==> config.mk <==
export PLATFORM = sky130hd
export DESIGN_NAME = microcycle_stretch_ctl
export DESIGN_NICKNAME = d
export VERILOG_FILES = /design/src/rtl/microcycle_stretch_ctl.sv
export SDC_FILE = /design/constraint.sdc
export NUM_CORES = 1
export LEC_CHECK = 0
export ABC_AREA = 1
export CAP_MARGIN = 20
export CORE_UTILIZATION = 48
export CTS_BUF_LIST = sky130_fd_sc_hd__clkbuf_4 sky130_fd_sc_hd__clkbuf_8 sky130_fd_sc_hd__clkbuf_16
export CTS_CLUSTER_DIAMETER = 120
export DETAILED_ROUTE_END_ITERATION = 6
export PLACE_DENSITY = 0.74
export SYNTH_ARGS = -nofsm -noshare
export SYNTH_HDL_FRONTEND = slang
export SYNTH_SLANG_ARGS = --single-unit
==> constraint.sdc <==
create_clock -name CLK -period 1.2 [get_ports CLK]
set_input_delay 0.24 -clock CLK [delete_from_list [all_inputs] [get_ports CLK]]
set_output_delay 0.24 -clock CLK [all_outputs]
set_load 0.1 [all_outputs]
==> src/rtl/microcycle_stretch_ctl.sv <==
// microcycle_stretch_ctl
// Sequences one ND-120 microcycle from acceptance to commit: base phases,
// optional DLY0/DLY1 stretch phases, memory/IO hold with a forced-completion
// limit, and a single commit cycle that gates the register-file write strobe.
// All outputs are registered from the current state, so they appear one
// clock after the state that produces them.

module microcycle_stretch_ctl #(
   parameter int unsigned BASE_PHASES = 2,
   parameter int unsigned DLY0_EXTRA  = 1,
   parameter int unsigned DLY1_EXTRA  = 2,
   parameter int unsigned MAX_HOLD    = 15
) (
   input  logic       CLK,
   input  logic       RST,
   input  logic       CYC_START,
   input  logic       CSDELAY0,
   input  logic       CSDELAY1,
   input  logic [1:0] CSALUM,
   input  logic       CSALUI8,
   input  logic       CSALUI7,
   input  logic [3:0] LBA,
   input  logic       RRF_n,
   input  logic       SLCOND_n,
   input  logic       HOLD_n,
   output logic       BUSY,
   output logic       MC_DONE,
   output logic       WRF_n,
   output logic       HOLD_TIMEOUT,
   output logic [3:0] DLY_CNT
);

   typedef enum logic [2:0] {
      S_IDLE    = 3'd0,
      S_BASE    = 3'd1,
      S_STRETCH = 3'd2,
      S_HOLD    = 3'd3,
      S_COMMIT  = 3'd4
   } state_e;

   // Reload values; extra-cycle amounts are clipped to the 4-bit counter range.
   localparam logic [3:0] BASE_LAST = 4'(BASE_PHASES - 1);
   localparam logic [7:0] HOLD_LAST = 8'(MAX_HOLD - 1);
   localparam logic [4:0] DLY0_W    = 5'((DLY0_EXTRA > 15) ? 15 : DLY0_EXTRA);
   localparam logic [4:0] DLY1_W    = 5'((DLY1_EXTRA > 15) ? 15 : DLY1_EXTRA);

   state_e     state_q, state_d;
   logic [3:0] cnt_q, cnt_d;
   logic [7:0] hcnt_q, hcnt_d;
   logic [3:0] extra_q, extra_d;
   logic       nowrit_q, nowrit_d;
   logic       timeout_q, timeout_d;

   logic       dly1_s;
   logic [4:0] sum_s;
   logic [3:0] extra_s;
   logic       nowrit_s;

   // Microinstruction decode, same product terms as the CYIN1 PAL.
   always_comb begin
      dly1_s   = (CSDELAY1 & ~LBA[3] & LBA[1] & LBA[0]) | (~RRF_n & ~SLCOND_n);
      sum_s    = (CSDELAY0 ? DLY0_W : 5'd0) + (dly1_s ? DLY1_W : 5'd0);
      extra_s  = (sum_s > 5'd15) ? 4'd15 : sum_s[3:0];
      nowrit_s = ~CSALUI8 & ~CSALUI7 & (~CSALUM[1] | ~CSALUM[0]);
   end

   // Next-state logic: phase counting, stretch/hold selection, decode latching.
   always_comb begin
      state_d   = state_q;
      cnt_d     = cnt_q;
      hcnt_d    = hcnt_q;
      extra_d   = extra_q;
      nowrit_d  = nowrit_q;
      timeout_d = timeout_q;
      case (state_q)
         S_IDLE: begin
            if (CYC_START) begin
               state_d   = S_BASE;
               cnt_d     = BASE_LAST;
               extra_d   = extra_s;
               nowrit_d  = nowrit_s;
               timeout_d = 1'b0;
            end else begin
               state_d = S_IDLE;
            end
         end
         S_BASE: begin
            if (cnt_q != 4'd0) begin
               cnt_d = cnt_q - 4'd1;
            end else if (extra_q != 4'd0) begin
               state_d = S_STRETCH;
               cnt_d   = extra_q - 4'd1;
            end else if (!HOLD_n) begin
               state_d = S_HOLD;
               hcnt_d  = 8'd0;
            end else begin
               state_d = S_COMMIT;
            end
         end
         S_STRETCH: begin
            if (cnt_q != 4'd0) begin
               cnt_d = cnt_q - 4'd1;
            end else if (!HOLD_n) begin
               state_d = S_HOLD;
               hcnt_d  = 8'd0;
            end else begin
               state_d = S_COMMIT;
            end
         end
         S_HOLD: begin
            if (HOLD_n) begin
               state_d = S_COMMIT;
            end else if (hcnt_q == HOLD_LAST) begin
               state_d   = S_COMMIT;
               timeout_d = 1'b1;
            end else begin
               hcnt_d = hcnt_q + 8'd1;
            end
         end
         S_COMMIT: begin
            // Back-to-back acceptance latches a fresh decode in the commit cycle.
            if (CYC_START) begin
               state_d   = S_BASE;
               cnt_d     = BASE_LAST;
               extra_d   = extra_s;
               nowrit_d  = nowrit_s;
               timeout_d = 1'b0;
            end else begin
               state_d   = S_IDLE;
               timeout_d = 1'b0;
            end
         end
         default: begin
            state_d   = S_IDLE;
            timeout_d = 1'b0;
         end
      endcase
   end

   // State and latched-decode registers with synchronous reset.
   always_ff @(posedge CLK) begin
      if (RST) begin
         state_q   <= S_IDLE;
         cnt_q     <= 4'd0;
         hcnt_q    <= 8'd0;
         extra_q   <= 4'd0;
         nowrit_q  <= 1'b0;
         timeout_q <= 1'b0;
      end else begin
         state_q   <= state_d;
         cnt_q     <= cnt_d;
         hcnt_q    <= hcnt_d;
         extra_q   <= extra_d;
         nowrit_q  <= nowrit_d;
         timeout_q <= timeout_d;
      end
   end

   // Registered outputs derived from the current state; reset aborts any write.
   always_ff @(posedge CLK) begin
      if (RST) begin
         BUSY         <= 1'b0;
         MC_DONE      <= 1'b0;
         WRF_n        <= 1'b1;
         HOLD_TIMEOUT <= 1'b0;
         DLY_CNT      <= 4'd0;
      end else begin
         BUSY         <= (state_q != S_IDLE);
         MC_DONE      <= (state_q == S_COMMIT);
         WRF_n        <= ~((state_q == S_COMMIT) & ~nowrit_q & ~timeout_q);
         HOLD_TIMEOUT <= (state_q == S_COMMIT) & timeout_q;
         DLY_CNT      <= (state_q == S_IDLE) ? 4'd0 : extra_q;
      end
   end

endmodule
== Word-level counts from Yosys, hierarchy flattened ==
Cells that the tools add are included.

* Word-level logic and storage cells: 95
* Input bits: 16
* Output and inout port bits: 8
* Bits in registers: 29

* $lt $le $gt $ge: 1
* Bitwise gates (word level): 22
* Equality and inequality tests: 16
* Add/sub/neg operators: 4
* Reduce and logical (&&, ||, !) cells: 14
* Mux-type cells: 27

{| class="wikitable"
|+ Operator list
! kind !! count
|-
| $mux 8 || 6
|-
| $pmux 8 s3 || 1
|-
| $mux 4 || 5
|-
| $mux 3 || 6
|-
| $ne 2x2->1 const B || 8
|-
| $pmux 3 s4 || 1
|-
| $pmux 4 s3 || 1
|-
| $not 1->1 || 11
|-
| $and 1x1->1 || 9
|-
| $reduce_bool 3->1 || 3
|-
| $add 8x1->8 const B || 1
|-
| $eq 8x4->1 const B || 1
|-
| $reduce_and 4->1 || 2
|-
| $reduce_bool 4->1 || 2
|-
| $sub 4x1->4 const B || 2
|-
| $eq 3x2->1 const B || 2
|-
| $ne 3x3->1 const B || 2
|-
| $reduce_and 6->1 || 1
|-
| $reduce_or 2->1 || 3
|-
| $mux 1 || 5
|-
| $gt 3x4->1 const B || 1
|-
| $add 1x2->3 || 1
|-
| $eq 3x1->1 const B || 1
|-
| $eq 3x3->1 const B || 1
|-
| other kinds (7) || 8
|}

== Logic depth before layout (Yosys ltp) ==
Gate-level depths: netlist of run 1.

* Word-level depth: 9
* Depth in mapped cells: 10

== Worst setup path before layout of run 1 ==
OpenSTA, ideal clock, no wires.

* Kind: flip-flop to flip-flop
* Start point: reg cnt_q[0]
* End point: reg cnt_q[2]
* Data required time: 1.087 ns
* Stages on the path, launching flop included: 9
* Data arrival time: 1.178 ns
* Slack: -0.091 ns
* Buffers on the path: 0
* Period minus slack after synthesis: 1.291 ns
* Cells stage by stage: dfxtp_1 -> inv_1 -> ha_1 -> nand3_2 -> inv_1 -> o21ai_1 -> and2_1 -> nor2_1 -> nor2_1

* Longest elaborated chain between the ends: 3

{| class="wikitable"
|+ Ends and longest elaborated chain
! element !! RTL line !! source
|-
| from (decl) || 48 || <nowiki>logic [3:0] cnt_q, cnt_d;</nowiki>
|-
| from (signal assigned) || 151 || <nowiki>cnt_q <= cnt_d;</nowiki>
|-
| $sub 4x1->4 or $reduce_bool 4->1 (tied branches) || - ||
|-
| $mux 4, or another cell as far along || 101 || <nowiki>if (cnt_q != 4'd0) begin</nowiki>
|-
| $pmux 4 s3 or $reduce_and 4->1 (tied branches) || - ||
|}

Several ways; a longest one is shown, not always the timed one. The select of a mux whose other input is x is not followed.
A chain may end at the register's enable or synchronous reset.

== Final worst setup path of run 1 ==
* Start point: reg state_q[1]
* End point: reg state_q[1]

* Longest elaborated chain between the ends: 3

{| class="wikitable"
|+ Ends and longest elaborated chain
! element !! RTL line !! source
|-
| from (decl) || 47 || <nowiki>state_e state_q, state_d;</nowiki>
|-
| from (signal assigned) || 150 || <nowiki>state_q <= state_d;</nowiki>
|-
| $eq 3x3->1, or another cell as far along || 75 || <nowiki>case (state_q)</nowiki>
|-
| $reduce_or 2->1 (no source line), or another cell as far along || - ||
|-
| $pmux 3 s4 or $reduce_and 3->1 (tied branches) || - ||
|}

Several ways; a longest one is shown, not always the timed one.

==> run metrics, run 1 <==
EDFF count, synth 0; share of total power in the clock network 12.6%; TNS Setup -2.35 ns; gr ovfl total 0; first-pass GRT wire length 6320 um; final period utilization 116%; worst-path cell chain nor2_4 -> nand2_4 -> nand2_4 -> nand2_4 -> buf_4 -> nand2_4 -> nand2_1 -> a21oi_2; Fill cells 165; Seq/Total Area, Yosys 33.6%; Area contributors post-synth dfxtp_1 34%, nand2_1 13%, nor2_1 7.6%; Root Buffer clkbuf_4; R2R depth 8; Cell Rows 19; DRT iter0 DRCs 79; Max Fclk 720 MHz; initial antenna violation count 0; overall power 3.27 mW; Vias/cell 5.32; synth warn 0; Area Growth Syn to Fin 60.8%; DRT antenna net count 0; crit path max fanout 6; Data required, critical path 1.46 ns; commonest non-fill, non-tap cell in the layout nand2_1; vias in the first global route 1,467; leakage 0.990 nW; Hold Path Depth 3; WHS Endpoint extra_q[0]; Worst Hold Launch CSDELAY0; terminus of the critical flop-to-flop path state_q[1]; Core ar. 2850 sq um; clk sinks 25; drt wl/cell 14.6 um; Most common cell on crit path nand2_4; ant diodes 0; die width 57.7 um; CTS Buf Count 3; max-slew violation count 0; boundary pin count 24; die area 3330 sq um; flop-to-flop setup slack -0.19 ns; Tmin final 1.39 ns; ys flop type dfxtp_1; startpoint types flop; FFs w/ async S/R, synth 0%; number of nets in the layout 302; vias 1,656; status complete, but fails checks; Final GP Congestion 0.925; clock latency on the worst-skew pair 0.32 ns; drt total wl 4540 um; power per cell area 1360 nW/um^2; dpl hpwl 2690 um; Peak VDD IR 0.864 mV; setup violators final 18; Synth Instances 216; Max-cap violations 0; RR Startpoint state_q[1]; CTS clk-pin slew, worst paths 0.14 ns; failing checks setup timing; Clock Path Buffers 2; Switching Fraction 41.5%; WP data arrival 1.65 ns; Seq pwr share 30.2%; Worst Clk Skew 0.00563 ns; Die Ht 57.7 um; post-synthesis register bit count 25; Port Buffer Count 20; Unique masters post-synth 31; drt pass-1 iters 5; Gate power share 57.1%; DRC errors left 0; Hold Crit Class input port to flop; Critical Path Max Stage Delay 0.41 ns; gr usage total 23.9%; post-synth top area share 33.6%; Initial Util 52.3%; Setup crit end kind flop; Setup CP Type flop to flop; Mapped Area 1490 sq um; CTS tree yes; unrepaired setup endpoints after global routing yes; switching power 1.36 mW; largest net degree at the start of global routing 14; Syn Area/Cell 6.90 sq um; # H-tree levels 1; commonest cells after routing, fill and taps aside 44 x nand2_1, 41 x buf_4, 27 x nor2_1, 17 x dfxtp_1, 14 x clkdlybuf4s50_1; area leader, netlist dfxtp_1; layout cells sized above 1 45.7%; dpl ws -0.321 ns; Final Hold Viols 0; setup ws final -0.188 ns; internal power 1.91 mW; Slowest cell on crit path dfxtp_4
## Yosys cell counts, drive strengths merged, types with 2 or more instances
cell and instances:
nor2 33, nand4 4, dfxtp 25, inv 27, buf 4, nand3 17
xor2 4, a21oi 18, nand2 59, ha 5, clkbuf 2, o21ai 9
nor3 3
## logic make-up (layout without fill, tap and decap cells)
kind of cell / after synthesis / in the layout / share of synthesized area (%)
xor gates and xnor gates: 5 / 5 / 2.94
buffers and inverters: 33 / 96 / 9.73
AOI/OAI and AO/OA: 29 / 29 / 10.5
other: 1 / 2 / 0.251
adders and majority gates: 5 / 5 / 4.19
DFF: 25 / 25 / 33.6
and+or+nand+nor: 118 / 118 / 38.8
## how the worst max path moves through the flow
stage,from,to,slack [ns]
after floorplan,cnt_q[0],cnt_q[2],0.003
after global placement,HOLD_n,hcnt_q[0],-0.27
after detailed placement,HOLD_n,hcnt_q[0],-0.32
after CTS,extra_q[0],hcnt_q[0],-0.11
after global routing,state_q[2],hcnt_q[1],-0.25
final,state_q[1],state_q[1],-0.19
## registers in the layout, summed over array words and instances, names as in the netlist
register and count:
extra_q 2, nowrit_q 1, cnt_q 4, HOLD_TIMEOUT 1, DLY_CNT 2, hcnt_q 8, timeout_q 1, state_q 3
WRF_n 1, BUSY 1, MC_DONE 1
## routing by layer
layer	vias to the layer above	share of wire, %	track usage, %
li1	818	-	-
met1	759	44	34.1
met2	67	49	38.5
met3	12	4.9	2.46
met4	0	2.4	6.46
met5	-	0	0
## layout make-up
| cell class | instances | area (sq um) | share of cell area [%] |
|---|---|---|---|
| clock buffer | 4 | 30.0 | 1.25 |
| multi-input combinational | 159 | 1080 | 45.0 |
| inverter | 27 | 114 | 4.75 |
| timing repair buffer | 65 | 622 | 25.9 |
| sequential | 25 | 515 | 21.5 |
| tap | 31 | 38.8 | 1.62 |
## stage by stage
stage | cells | hold WS [ns] | cell area [sq um] | utilization [%]
6_report | 311 | 0.514 | 2400 | 84.1
5_1_grt | 311 | 0.522 | 2400 | 84.1
4_1_cts | 302 | 0.480 | 2170 | 76.0
3_5_place_dp | 298 | 0.447 | 2090 | 73.2
3_3_place_gp | 298 | 0.433 | 2090 | 73.2
2_1_floorplan | 217 | 0.398 | 1540 | -
## power by group through the flow
stage	combinational (mW)	sequential (mW)	clock [mW]
floorplan	0.826	1.06	0
global placement	1.40	0.982	0
detailed placement	1.44	0.986	0
CTS	1.49	0.983	0.412
global route	2.01	0.997	0.444
finish	1.87	0.989	0.413
## what timing repair did
action                                  CTS  global route
endpoints found under the setup margin   21            21
hold buffers                              0             0
resized for setup                        23            45
setup buffers                             1            10
pin swaps                                15            17
gates cloned                              0             0
hold endpoints to repair                  0             0
## critical path: cells and delay by family, from the launching register on
kind,cells,cell delay [ns]
simple gates,6,0.63
compound gates,1,0.14
buf+inv,1,0.16
flops,1,0.41
Power figures use the tool's default switching activity.
==> run 2, diff against run 1 <==
==> constraint.sdc (replaced) <==
create_clock -name CLK -period 1.2 [get_ports CLK]
set_input_delay 0.24 -clock CLK [delete_from_list [all_inputs] [get_ports CLK]]
set_output_delay 0.24 -clock CLK [all_outputs]
set_load 0.01 [all_outputs]
==> run 2 against run 1 <==
The flow still finishes with violations (setup timing). Utilization is 2.2 points higher. Total power fell by 4.1%. Register-to-register slack worse by 0.05 ns. Sequential share of layout area decreased by 0.39 points. Fmax fell by 3.2%. Wire length up 17%. Hold slack got worse by 0.017 ns. Critical path depth is the same. Cell count rose by 1.3%. Worst setup slack worse by 0.047 ns. Highest routed layer unchanged.
==> run metrics, run 2 (same netlist as run 1, synthesis figures left out) <==
status complete, but fails checks (unchanged); failing checks setup timing (unchanged); most flop-heavy register hcnt_q (unchanged); startpoint types flop (unchanged); Cell Rows 19 (unchanged); power per cell area 1270 nW/um^2 (was 1360 nW/um^2); drt total wl 5300 um (was 4540 um); DRT iter0 DRCs 126 (was 79); boundary pin count 24 (unchanged); Max-cap violations 0 (unchanged); clock latency on the worst-skew pair 0.34 ns (was 0.32 ns); commonest cells after routing, fill and taps aside 42 x nand2_1, 40 x buf_4, 25 x nor2_1, 16 x dfxtp_1 (was 44 x nand2_1, 41 x buf_4, 27 x nor2_1, 17 x dfxtp_1, 14 x clkdlybuf4s50_1); clk sinks 25 (unchanged); vias 1,763 (was 1,656); Port Buffer Count 20 (unchanged); dpl hpwl 2650 um (was 2690 um); Core ar. 2850 sq um (unchanged); ant diodes 0 (unchanged); Clock Path Buffers 2 (unchanged); Setup crit end kind flop (unchanged); layout cells sized above 1 46.8% (was 45.7%); biggest regs hcnt_q (8), cnt_q (4), state_q (3) (unchanged); Tmin final 1.43 ns (was 1.39 ns); first-pass GRT wire length 7180 um (was 6320 um); crit path max fanout 8 (was 6); Hold Crit Class input port to flop (unchanged); final period utilization 120% (was 116%); Peak VDD IR 0.808 mV (was 0.864 mV); Initial Util 52.3% (unchanged); setup violators final 22 (was 18); gr ovfl total 0 (unchanged); Data required, critical path 1.46 ns (about the same); FF/Latch Area 519 sq um (was 515 sq um); WP data arrival 1.69 ns (was 1.65 ns); CTS Buf Count 3 (unchanged); die width 57.7 um (unchanged); DRT antenna net count 0 (unchanged); Worst Clk Skew 0.00889 ns (was 0.00563 ns); Vias/cell 5.60 (was 5.32); max-slew violation count 0 (unchanged); Finished Layout Cells 315 (was 311); # H-tree levels 1 (unchanged); CTS tree yes (unchanged); drt pass-1 iters 4 (was 5); Setup CP Type flop to flop (unchanged); largest net degree at the start of global routing 14 (unchanged); DRC errors left 0 (unchanged); Root Buffer clkbuf_4 (unchanged); initial antenna violation count 0 (unchanged); placed cells 299 (was 298); gr usage total 28.2% (was 23.9%); commonest non-fill, non-tap cell in the layout nand2_1 (unchanged); unrepaired setup endpoints after global routing yes (unchanged); Die Ht 57.7 um (unchanged); Final Hold Viols 0 (unchanged); number of nets in the layout 306 (was 302); Final GP Congestion 0.920 (was 0.925); leakage 0.998 nW (was 0.990 nW); Area Growth Syn to Fin 65.0% (was 60.8%); setup ws final -0.235 ns (was -0.188 ns); vias in the first global route 1,605 (was 1,467); Max Fclk 697 MHz (was 720 MHz); multi-input logic area 1140 sq um (was 1080 sq um); Final Cell Area 2460 sq um (was 2400 sq um); CTS clk-pin slew, worst paths 0.15 ns (was 0.14 ns); Fill cells 149 (was 165); drt wl/cell 16.8 um (was 14.6 um); die area 3330 sq um (unchanged); max reg flops 8 (unchanged); dpl cell area 2050 sq um (was 2090 sq um)
run 2: cell types whose count changed in the layout (fill, tap and decap cells not counted), moves of 3 or more:
| cell | before | now |
|---|---|---|
| buf_12 | 7 | 1 |
| buf_6 | 3 | 8 |
| inv_2 | 10 | 5 |
| nand3_2 | 6 | 1 |
| clkdlybuf4s15_1 | 0 | 4 |
| nand3_4 | 4 | 8 |
| nor2_4 | 2 | 6 |
| inv_4 | 3 | 6 |
run 2: worst paths after layout:
| kind | startpoint | end | slack (ns) | depth (start not counted) |
|---|---|---|---|---|
| setup / recovery | state_q[0] | hcnt_q[6] | -0.23 | 8 |
| hold / removal | LBA[0] | extra_q[1] | 0.50 | 3 |
| setup reg to reg | state_q[0] | hcnt_q[6] | -0.23 | 8 |
| hold reg to reg | nowrit_q | WRF_n | 0.53 | 2 |
run 2: worst max-delay path, cell delays in order (launching register included):
cell     delay (ns)
dfxtp_4        0.47
nor2_4         0.10
nor2_4         0.14
nand2_4        0.06
inv_4          0.07
nand2_4        0.08
nor2_8         0.17
nand2_1        0.09
a21oi_1        0.17
run 2: layer usage:
| layer | vias to the layer above | global-route usage [%] | routed length [um] |
|---|---|---|---|
| met5 | - | 0 | 0 |
| met2 | 103 | 49.7 | 2660 |
| met4 | 0 | 11.9 | 229 |
| li1 | 823 | - | - |
| met1 | 810 | 34.5 | 2080 |
| met3 | 27 | 4.02 | 326 |
run 2: through the flow:
step | hold slack, ns | utilization [%] | setup WS (ns) | total power [mW] | TNS (ns)
6_report | 0.497 | 86.3 | -0.235 | 3.14 | -2.64
3_5_place_dp | 0.444 | 71.8 | -0.359 | 2.29 | -4.94
4_1_cts | 0.498 | 82.0 | -0.121 | 2.95 | -1.22
2_1_floorplan | 0.398 | - | 0.00266 | 1.78 | 0
3_3_place_gp | 0.435 | 71.8 | -0.258 | 2.27 | -4.32
5_1_grt | 0.526 | 86.3 | -0.274 | 3.31 | -3.70
run 2: report_power, final:
group          leakage, nW  internal, mW  switching (mW)
clock               0.0184         0.153           0.277
sequential           0.208         0.929          0.0853
combinational        0.772         0.792           0.901
run 2: cell type report:
type | count | share of cell area, %
multi-input combinational | 159 | 46.5
inverter | 27 | 5.24
sequential | 25 | 21.1
tap | 31 | 1.58
timing repair buffer | 69 | 24.4
clock buffer | 4 | 1.22
run 2: what timing repair did:
item,4_1_cts,5_1_grt
gates cloned,0,0
hold buffers,0,0
resized for setup,69,38
setup endpoints to repair,26,26
pin swaps,28,28
buffers inserted,10,5
==> run 3, diff against run 2 <==
--- a/config.mk
+++ b/config.mk
@@ -5,13 +5,12 @@
 export SDC_FILE = /design/constraint.sdc
 export NUM_CORES = 1
 export LEC_CHECK = 0
-export ABC_AREA = 1
 export CAP_MARGIN = 20
-export CORE_UTILIZATION = 48
+export CORE_UTILIZATION = 47
 export CTS_BUF_LIST = sky130_fd_sc_hd__clkbuf_4 sky130_fd_sc_hd__clkbuf_8 sky130_fd_sc_hd__clkbuf_16
 export CTS_CLUSTER_DIAMETER = 120
 export DETAILED_ROUTE_END_ITERATION = 6
-export PLACE_DENSITY = 0.74
+export PLACE_DENSITY = 0.73
 export SYNTH_ARGS = -nofsm -noshare
 export SYNTH_HDL_FRONTEND = slang
 export SYNTH_SLANG_ARGS = --single-unit
==> run 3 against run 2 <==
The run still ends with setup timing left. Largest cell class unchanged. Critical path type unchanged. Area after synthesis decreased by 7.3%. Largest power group unchanged. Fmax decreased by 22%. Synthesized cell count decreased by 26%. Die area decreased by 5.1%. Total power increased by 53%. Combinational power increased by 91%. Clock-buffer cell count unchanged. Sequential power increased by 14%.
==> run metrics, run 3 <==
vias in the first global route 1,648 (was 1,605); post-synthesis register bit count 25 (unchanged); post-synth top area share 36.2% (was 33.6%); DRC errors left 0 (unchanged); # H-tree levels 1 (unchanged); Initial Util 49.7% (was 52.3%); Area Growth Syn to Fin 71.0% (was 65.0%); leakage 0.935 nW (was 0.998 nW); Setup CP Type flop to flop (unchanged); CTS clk-pin slew, worst paths 0.15 ns (about the same); FF/Latch Area 513 sq um (was 519 sq um); drt pass-1 iters 4 (unchanged); Seq/Total Area, Yosys 36.2% (was 33.6%); CP Capture Point cnt_q[3] (was hcnt_q[6]); Data required, critical path 1.44 ns (was 1.46 ns); gr usage total 29.9% (was 28.2%); WP data arrival 2.08 ns (was 1.69 ns); ant diodes 0 (unchanged); initial antenna violation count 0 (unchanged); FFs w/ async S/R, synth 0% (unchanged); biggest regs hcnt_q (8), cnt_q (4), state_q (3) (unchanged); vias 1,589 (was 1,763); terminus of the critical flop-to-flop path cnt_q[3] (was hcnt_q[6]); Cell Rows 19 (unchanged); Area contributors post-synth dfxtp_1 36%, nor2_1 5.7%, ha_1 4.5% (was dfxtp_1 34%, nand2_1 13%, nor2_1 7.6%); ys flop type dfxtp_1 (unchanged); R2R depth 8 (unchanged); status complete, but fails checks (unchanged); dpl cell area 2040 sq um (was 2050 sq um); die width 56.2 um (was 57.7 um); Final Hold Viols 0 (unchanged); failing checks setup timing (unchanged); EDFF count, synth 0 (unchanged); crit path max fanout 5 (was 8); clock latency on the worst-skew pair 0.33 ns (was 0.34 ns); die area 3160 sq um (was 3330 sq um); synth warn 0 (unchanged); Vias/cell 5.97 (was 5.60); flop-to-flop setup slack -0.64 ns (was -0.23 ns); Synth Instances 159 (was 216); Worst Clk Skew 0.0134 ns (was 0.00889 ns); CTS tree yes (unchanged); commonest non-fill, non-tap cell in the layout buf_4 (was nand2_1); final period utilization 153% (was 120%); DRT iter0 DRCs 82 (was 126); Tmin final 1.84 ns (was 1.43 ns); max-slew violation count 0 (unchanged); Mapped Area 1380 sq um (was 1490 sq um); DRT antenna net count 0 (unchanged); power per cell area 2030 nW/um^2 (was 1270 nW/um^2); Setup crit end kind flop (unchanged); Clock Path Buffers 2 (unchanged); CTS Buf Count 3 (unchanged); largest net degree at the start of global routing 14 (unchanged); area leader, netlist dfxtp_1 (unchanged); startpoint types flop (unchanged); multi-input logic area 1070 sq um (was 1140 sq um); setup violators final 19 (was 22); Core ar. 2780 sq um (was 2850 sq um); RR Startpoint cnt_q[0] (was state_q[0]); most flop-heavy register hcnt_q (unchanged); most common cell in the netlist dfxtp_1 (was nand2_1); overall power 4.80 mW (was 3.14 mW); Final Cell Area 2360 sq um (was 2460 sq um); setup ws final -0.641 ns (was -0.235 ns); Final Util 85.0% (was 86.3%); top cells by count, synth 25 x dfxtp_1, 21 x nor2_1, 10 x inv_1, 10 x nand2_1, 9 x a21oi_1 (was 53 x nand2_1, 30 x nor2_1, 25 x dfxtp_1); first-pass GRT wire length 7310 um (was 7180 um); max reg flops 8 (unchanged); placed cells 253 (was 299); hold_ws 0.444 ns (was 0.497 ns); drt wl/cell 18.3 um (was 16.8 um); dpl hpwl 3070 um (was 2650 um); commonest cells after routing, fill and taps aside 53 x buf_4, 19 x dfxtp_1, 19 x nor2_1, 14 x clkdlybuf4s50_1, 8 x nand2_1 (was 42 x nand2_1, 40 x buf_4, 25 x nor2_1, 16 x dfxtp_1); Peak VDD IR 1.96 mV (was 0.808 mV); Final GP Congestion 0.916 (was 0.920); unrepaired setup endpoints after global routing yes (unchanged); Hold Crit Class input port to flop (unchanged); Root Buffer clkbuf_4 (unchanged); Max-cap violations 0 (unchanged); Syn Area/Cell 8.70 sq um (was 6.90 sq um); gr ovfl total 0 (unchanged); CP Launch Point cnt_q[0] (was state_q[0]); Max Fclk 543 MHz (was 697 MHz); layout cells sized above 1 48.5% (was 46.8%); number of nets in the layout 257 (was 306); clk sinks 25 (unchanged); boundary pin count 24 (unchanged); Port Buffer Count 20 (unchanged); Finished Layout Cells 266 (was 315); Fill cells 141 (was 149); drt total wl 4860 um (was 5300 um); Die Ht 56.2 um (was 57.7 um); Unique masters post-synth 46 (was 31)
[run 3: cell types whose count changed after synthesis, moves of 4 or more]
cell / before / now
xnor2_1: 1 / 6
a211oi_1: 0 / 8
nor2_1: 30 / 21
xor2_1: 4 / 0
inv_1: 22 / 10
nand2_1: 53 / 10
nand3_1: 12 / 3
nor3_1: 3 / 7
a21oi_1: 18 / 9
inv_2: 4 / 0
[run 3: report_power, final]
part	switching (mW)	leakage, nW	total (mW)	internal (mW)
sequential	0.145	0.206	1.15	1.00
clock	0.264	0.0184	0.417	0.153
combinational	1.59	0.710	3.23	1.64
[run 3: kinds of logic after synthesis]
kind of cell / Yosys count / share of synthesized area (%)
AOI/OAI and AO/OA: 42 / 23.3
xor gates and xnor gates: 7 / 4.98
adders and majority gates: 5 / 4.52
buffers and inverters: 19 / 6.79
DFF: 25 / 36.2
muxes: 1 / 0.724
other: 1 / 0.271
and+or+nand+nor: 59 / 23.3
[run 3: how the worst min path moves through the flow]
| stage | start | cells after the start | endpoint | slack (ns) |
|---|---|---|---|---|
| floorplan | RST | 1 | cnt_q[2] | 0.32 |
| global placement | nowrit_q | 2 | WRF_n | 0.44 |
| detailed placement | nowrit_q | 2 | WRF_n | 0.44 |
| CTS | CSDELAY0 | 3 | extra_q[0] | 0.45 |
| global route | CSDELAY0 | 3 | extra_q[0] | 0.45 |
| finish | CSDELAY0 | 3 | extra_q[0] | 0.44 |
[run 3: final cells by class]
type,instances,area share [%]
inverters,10,1.59
repair buffers,80,28.4
flip-flops and latches,25,21.7
clock buffers,4,1.27
well taps,31,1.64
multi-input cells,116,45.4
[run 3: timing repair]
item,CTS,global route
endpoints found under the setup margin,28,21
pin swaps,8,11
setup buffers,4,8
gates resized for setup,36,21
hold buffers,0,0
[run 3: per-layer routing]
| layer | GRT usage [%] | routed length (um) | vias to the layer above |
|---|---|---|---|
| met5 | 0 | 0 | - |
| met1 | 33.7 | 1930 | 758 |
| li1 | - | - | 717 |
| met3 | 5.81 | 344 | 22 |
| met4 | 15.3 | 167 | 0 |
| met2 | 52.9 | 2410 | 92 |
[run 3: critical path, stage by stage, from the launching register on]
cell and delay, ns:
dfxtp_2 0.36, inv_2 0.07, ha_4 0.14, nor3b_4 0.26
buf_4 0.17, nor3_2 0.05, or3_4 0.38, o21a_1 0.13
o221a_1 0.20
[run 3: per-stage QoR]
stage,setup WS [ns],setup TNS (ns)
finish,-0.641,-8.66
global route,-0.754,-10.30
global placement,-0.631,-9.81
CTS,-0.619,-8.50
floorplan,-0.605,-6.04
detailed placement,-0.663,-10.89
